### src/rtl/replay_buffer_ctrl.sv
// Ping-pong replay buffer sequencer: bank swap, write indexing
// and NUM_INPUTS-pass replay of the previous gamma's bank.
module replay_buffer_ctrl #(
  parameter  int BUFFER_DEPTH = 16,
  parameter  int NUM_INPUTS   = 2,
  localparam int IW = $clog2(BUFFER_DEPTH),
  localparam int SW = $clog2(NUM_INPUTS)
) (
  input  logic          i_clk,
  input  logic          i_rst,
  input  logic          i_grst,
  input  logic          i_en,
  output logic          o_buf_sel,
  output logic          o_wr_en,
  output logic [IW-1:0] o_wr_idx,
  output logic          o_rd_valid,
  output logic [IW-1:0] o_rd_idx,
  output logic [SW-1:0] o_mux_sel,
  output logic          o_gamma_start,
  output logic          o_err_overrun,
  output logic          o_err_short
);

  typedef enum logic [1:0] {
    IDLE,
    FILL,
    RUN
  } state_t;

  localparam logic [IW-1:0] LAST_IDX = IW'(BUFFER_DEPTH - 1);
  localparam logic [SW-1:0] LAST_SEL = SW'(NUM_INPUTS - 1);
  localparam logic [IW-1:0] ONE_IDX  = IW'(1);
  localparam logic [SW-1:0] ONE_SEL  = SW'(1);

  state_t        r_state;
  logic          r_grst_q;
  logic          r_buf_sel;
  logic          r_wr_en;
  logic [IW-1:0] r_wr_idx;
  logic          r_rd_valid;
  logic [IW-1:0] r_rd_idx;
  logic [SW-1:0] r_mux_sel;
  logic          r_gamma_start;
  logic          r_err_overrun;
  logic          r_err_short;

  logic w_gedge;
  logic w_wr_last;
  logic w_rd_last;
  logic w_rd_final;

  assign w_gedge    = i_grst & ~r_grst_q & i_en;
  assign w_wr_last  = (r_wr_idx == LAST_IDX);
  assign w_rd_last  = (r_rd_idx == LAST_IDX);
  assign w_rd_final = w_rd_last & (r_mux_sel == LAST_SEL);

  always_ff @(posedge i_clk or posedge i_rst) begin
    if (i_rst) begin
      r_state       <= IDLE;
      r_grst_q      <= 1'b0;
      r_buf_sel     <= 1'b0;
      r_wr_en       <= 1'b0;
      r_wr_idx      <= '0;
      r_rd_valid    <= 1'b0;
      r_rd_idx      <= '0;
      r_mux_sel     <= '0;
      r_gamma_start <= 1'b0;
      r_err_overrun <= 1'b0;
      r_err_short   <= 1'b0;
    end else begin
      r_grst_q      <= i_grst;
      r_gamma_start <= 1'b0;
      r_err_overrun <= 1'b0;
      r_err_short   <= 1'b0;
      unique case (1'b1)
        !i_en: begin
          r_state    <= IDLE;
          r_wr_en    <= 1'b0;
          r_wr_idx   <= '0;
          r_rd_valid <= 1'b0;
          r_rd_idx   <= '0;
          r_mux_sel  <= '0;
        end
        w_gedge: begin
          r_buf_sel     <= ~r_buf_sel;
          r_wr_en       <= 1'b1;
          r_wr_idx      <= '0;
          r_rd_idx      <= '0;
          r_mux_sel     <= '0;
          r_gamma_start <= 1'b1;
          r_err_short   <= (r_state != IDLE) & r_wr_en & ~w_wr_last;
          r_err_overrun <= (r_state == RUN) & r_rd_valid & ~w_rd_final;
          // The read bank only holds valid data after one full FILL gamma.
          r_rd_valid    <= (r_state != IDLE);
          r_state       <= (r_state == IDLE) ? FILL : RUN;
        end
        default: begin
          if (r_wr_en) begin
            if (w_wr_last) begin
              r_wr_en  <= 1'b0;
              r_wr_idx <= '0;
            end else begin
              r_wr_idx <= r_wr_idx + ONE_IDX;
            end
          end
          if (r_rd_valid) begin
            if (w_rd_last) begin
              r_rd_idx <= '0;
              if (r_mux_sel == LAST_SEL) begin
                r_rd_valid <= 1'b0;
                r_mux_sel  <= '0;
              end else begin
                r_mux_sel <= r_mux_sel + ONE_SEL;
              end
            end else begin
              r_rd_idx <= r_rd_idx + ONE_IDX;
            end
          end
        end
      endcase
    end
  end

  assign o_buf_sel     = r_buf_sel;
  assign o_wr_en       = r_wr_en;
  assign o_wr_idx      = r_wr_idx;
  assign o_rd_valid    = r_rd_valid;
  assign o_rd_idx      = r_rd_idx;
  assign o_mux_sel     = r_mux_sel;
  assign o_gamma_start = r_gamma_start;
  assign o_err_overrun = r_err_overrun;
  assign o_err_short   = r_err_short;

endmodule

### config.mk
export PLATFORM = sky130hd
export DESIGN_NAME = replay_buffer_ctrl
export DESIGN_NICKNAME = d
export VERILOG_FILES = /design/src/rtl/replay_buffer_ctrl.sv
export SDC_FILE = /design/constraint.sdc
export NUM_CORES = 1
export LEC_CHECK = 0
export ABC_AREA = 1
export CORE_ASPECT_RATIO = 1.1
export CORE_UTILIZATION = 40
export DETAILED_ROUTE_END_ITERATION = 8
export PLACE_DENSITY = 0.79
export SLEW_MARGIN = 30
export SYNTH_ARGS = -nofsm -noshare
export SYNTH_HDL_FRONTEND = slang
export SYNTH_SLANG_ARGS = --single-unit
### constraint.sdc
create_clock -name i_clk -period 1.01 [get_ports i_clk]
set_clock_uncertainty 0.05 [all_clocks]
set_input_delay 0.202 -clock i_clk [delete_from_list [all_inputs] [get_ports i_clk]]
set_output_delay 0.202 -clock i_clk [all_outputs]
set_load 0.02 [all_outputs]
# Yosys cells after proc, flatten, opt, wreduce, memory -nomap -nowiden
# Cells that the tools add are included.
# op_classes
n_addsub	3
eq_ne	3
muxes	22
bitwise	11
n_reduce_logical	9
# op_table
operator	n
4-bit two-way mux	6
1-bit two-way mux	12
2-bit nonzero test	5
4-bit by 1-bit adder with 4-bit output (second input constant)	2
4-bit == test (second input constant)	2
1-bit bitwise AND	7
1-bit inverter	4
1-bit one-hot mux with 2 select lines	2
2-bit one-hot mux with 2 select lines	1
2-bit == test (second input constant)	1
2-bit logical NOT	1
2-bit two-way mux	1
2-bit AND reduction	1
2-bit OR reduction	1
1-bit adder (second input constant)	1
1-bit logical NOT	1
# word_totals
reg_bits	18
output_inout_bits	15
word_cells	59

# Longest topological paths before layout
# depth
word_depth	6
mapped_depth	7
ltp_nobuf	6

# Worst setup path after synthesis
# OpenSTA, ideal clock, no wires.
# synth_timing
kind	register to register
startpoint	register r_rd_idx[0] (netlist: o_rd_idx[0])
endpoint	register r_err_overrun (netlist: o_err_overrun)
setup_ns	0.119
arrival_ns	1.130
required_time_ns	0.841
path_slack_ns	-0.289
stages_incl_launch_ff	6
period_less_slack_ns	1.299
path_cell_list	dfrtp_1 -> ha_1 -> nand3_2 -> nand2_2 -> o21ai_2 -> and2_1
# synth_between
elab_chain_len	5
# synth_lines
item	line_no	rtl
start, declared	41	logic [IW-1:0] r_rd_idx;
start signal, assigned	116	r_rd_idx <= r_rd_idx + ONE_IDX;
4-bit == test	54	assign w_rd_last = (r_rd_idx == LAST_IDX);
1-bit bitwise AND	55	assign w_rd_final = w_rd_last & (r_mux_sel == LAST_SEL);
1-bit inverter	92	r_err_overrun <= (r_state == RUN) & r_rd_valid & ~w_rd_final;
1-bit bitwise AND	92	
1-bit two-way mux	75	unique case (1'b1)
end signal, assigned	92	
end, declared	44	logic r_err_overrun;
# No other way between the ends.
# A chain may end at the register's enable or synchronous reset.

# Final worst setup path
# layout_timing
startpoint	register r_rd_idx[1] (netlist: o_rd_idx[1])
endpoint	register r_rd_idx[0] (netlist: o_rd_idx[0])
# layout_between
elab_chain_len	4
# layout_lines
item	line_no	rtl
4-bit == test	54	
4-bit two-way mux	107	if (w_rd_last) begin
4-bit two-way mux	106	if (r_rd_valid) begin
4-bit two-way mux	75	
# No other way between the ends. The select of a mux whose other input is x is not followed.

==> results.py <==
metrics = {
    "run_status": {
        "run_status": "finished, violations left",
        "failed_checks": "setup timing",
    },
    "finish": {
        "final_area_um2": 1360,
        "syn2layout_area_growth_pct": 64.7,
        "n_antenna_cell": 0,
        "fin_cells": 163,
        "layout.nets": 144,
        "drive_gt1_share_pct": 51.5,
        "finish.utilization_pct": 73.1,
    },
    "sta": {
        "report.final.slew_viol_count": 0,
        "period_share_pct": 118,
        "setup_ws_ps": -180,
        "tightest_slew_ps": 213,
        "fin_crit_ps": 1190,
        "rsz0062_at_grt": "true",
        "hold_viol": 0,
        "setup_violations": 32,
        "whs_ps": 176,
        "slew_headroom_pct": 85.8,
        "timing.fmax_mhz": 840,
    },
    "floorplan": {
        "placement_rows": 16,
        "die_w_um": 45.3,
        "start_util_pct": 44.4,
        "top_level_ports": 19,
        "fp.dieH_um": 49.7,
        "core-area_um2": 1860,
        "die_area_um2": 2250,
    },
    "pwr": {
        "p_int_mw": 1.07,
        "p_switching_uw": 425,
        "switching_share_pct": 28.5,
        "seqPwrFrac_pct": 53.5,
        "p_comb_share_pct": 23.4,
        "power_mw": 1.49,
        "max-vdd-ir-drop_mv": 0.931,
        "pwr-share-clk_pct": 23.1,
        "p_leak_nw": 0.665,
        "powerDensity_nw_per_um2": 1100,
    },
    "logic_synthesis": {
        "syn_area_um2": 826,
        "netlist_instances": 93,
        "yosysWarnings": 0,
        "synth-seq-cells": 18,
        "ys_seq_area_share_pct": 54.5,
        "avgSynthCellArea_um2": 8.88,
        "synth_nets": 99,
        "ys_types": 21,
    },
    "critical_path": {
        "r2r_cells": 7,
        "rrSetupSlack_ps": -180,
        "critPathLaunchType": "flip-flop",
        "r2r_start": "o_rd_idx[1]",
        "crit_type": "reg2reg",
        "rr_endpoint": "o_rd_idx[0]",
        "cp.arrival_ps": 1370,
        "required_ps": 1190,
        "crit_path_max_fanout": 3,
        "critPathCaptureType": "flip-flop",
    },
    "clock_network": {
        "clock_latency_ps": 280,
        "cts_hold_buf": 0,
        "clk_path_buf_depth": 2,
        "clkTransAtPathRegs_ps": 100,
        "cts_tree": "built",
        "htree_num_levels": 1,
        "ctsRootBufferMaster": "clkbuf_4",
        "numCtsBuffers": 3,
        "clock_sinks": 18,
    },
    "drt": {
        "drc": 0,
        "drtPass1Iterations": 4,
        "dr.first_iter.drc_count": 18,
        "ant_nets": 0,
        "drt_wl_total_um": 2270,
        "post_drt_wl_per_cell_um": 13.9,
        "vias_per_cell": 4.90,
        "dr_total_vias": 798,
    },
    "grt": {
        "grt_max_degree": 19,
        "track_usage_pct": 21.0,
        "overflow": 0,
        "grt_pass1_wl_um": 3340,
        "grt_pass1_vias": 779,
        "grt_antenna_before_repair": 0,
    },
    "hold_path": {
        "hp-class": "in2async",
    },
    "placed_design": {
        "gp_congestion": 0.838,
        "dp_hpwl_um": 1400,
        "port_buffers": 18,
        "place_inst": 154,
        "place_area_um2": 1220,
    },
    "flow_run": {
        "cap_violations": 0,
    },
}
## sequential cells by signal, indices dropped and copies added (netlist names)
signal         flops
o_rd_valid         1
o_err_overrun      1
o_wr_en            1
r_state            2
o_gamma_start      1
o_err_short        1
o_rd_idx           4
o_mux_sel          1
r_grst_q           1
o_wr_idx           4
o_buf_sel          1
## per-layer routing
layer | track usage (%) | up-vias | part of all wire (%)
met5 | 0 | - | 0
met4 | 11.1 | 0 | 1.9
li1 | - | 382 | -
met2 | 37.9 | 25 | 53
met1 | 22.6 | 387 | 42
met3 | 2.56 | 4 | 3.1
## layout make-up
| class | count | area, µm² |
|---|---|---|
| clock buffers | 3 | 22.5 |
| fillers | 146 | 502 |
| inverters | 13 | 48.8 |
| multi-input cells | 62 | 418 |
| flip-flops and latches | 18 | 455 |
| well taps | 27 | 33.8 |
| repair buffers | 40 | 382 |
## power by group through the flow
stage	registers [mW]	clock network, mW	logic, mW
6_report	0.798	0.345	0.349
5_1_grt	0.801	0.381	0.372
4_1_cts	0.790	0.360	0.284
3_5_place_dp	0.802	0	0.294
3_3_place_gp	0.800	0	0.286
2_1_floorplan	0.858	0	0.0923
## per-stage QoR
| step | worst slack [ps] | setup TNS [ps] |
|---|---|---|
| 2_1_floorplan | -138 | -862 |
| 3_3_place_gp | -334 | -7150 |
| 3_5_place_dp | -363 | -7650 |
| 4_1_cts | -176 | -2920 |
| 5_1_grt | -227 | -4280 |
| 6_report | -180 | -3180 |
## synthesized netlist by cell type (all sizes together)
| library cell | count | area [µm²] |
|---|---|---|
| and3 | 2 | 13.8 |
| buf | 1 | 11.3 |
| nand2 | 27 | 106 |
| a21oi | 3 | 15.0 |
| inv | 13 | 48.8 |
| nand3 | 7 | 40.0 |
| dfrtp | 18 | 450 |
| nor3 | 4 | 20.0 |
| nor2 | 6 | 30.0 |
| o21ai | 6 | 37.5 |
| nand4 | 2 | 12.5 |
| and2 | 1 | 6.26 |
| xnor2 | 1 | 8.76 |
| ha | 2 | 25.0 |
## logic make-up after synthesis
| group | Yosys count | share of synthesized area (%) |
|---|---|---|
| xor+xnor | 1 | 1.06 |
| buf+inv | 14 | 7.27 |
| compound gates | 9 | 6.36 |
| simple gates | 49 | 27.7 |
| fa+ha+maj | 2 | 3.03 |
| flops | 18 | 54.5 |
## worst max-delay path: stages, from the launching register on
cell     delay [ps]
dfrtp_2         430
buf_6           120
ha_4            160
nand3_4          80
nand2_4          70
nor2_2          110
nand2_1          70
nand2_1          50
## worst max path at each step
stage,startpoint,endpoint,slack (ps),depth (start not counted)
2_1_floorplan,o_rd_idx[0],o_err_overrun,-140,5
3_3_place_gp,i_grst,o_wr_idx[1],-330,6
3_5_place_dp,i_grst,o_wr_idx[1],-360,6
4_1_cts,o_rd_idx[1],o_rd_idx[0],-180,7
5_1_grt,o_rd_idx[1],o_rd_idx[0],-230,7
6_report,o_rd_idx[1],o_rd_idx[0],-180,7
## cells in the final DEF (no fill, tap or decap), types with 2 or more instances in the layout
cell type / Yosys / routed
nand2_1: 25 / 22
buf_4: 0 / 18
buf_6: 1 / 17
dfrtp_1: 18 / 14
inv_1: 12 / 11
nor2_2: 3 / 5
nand2_2: 2 / 4
dfrtp_2: 0 / 4
nor3_2: 0 / 3
nand3_1: 6 / 3
o21ai_0: 3 / 3
nand3_2: 1 / 3
clkbuf_4: 0 / 3
clkdlybuf4s50_1: 0 / 3
nand2_4: 0 / 2
a21oi_1: 3 / 2
inv_2: 1 / 2
nand4_1: 2 / 2
ha_4: 0 / 2
## repair_timing
action | 4_1_cts | 5_1_grt
gates cloned | 0 | 1
buffers inserted | 3 | 2
setup endpoints to repair | 30 | 30
gates resized for setup | 86 | 19
pin swaps | 9 | 4
No activity file was read; power rests on OpenSTA's default activity.
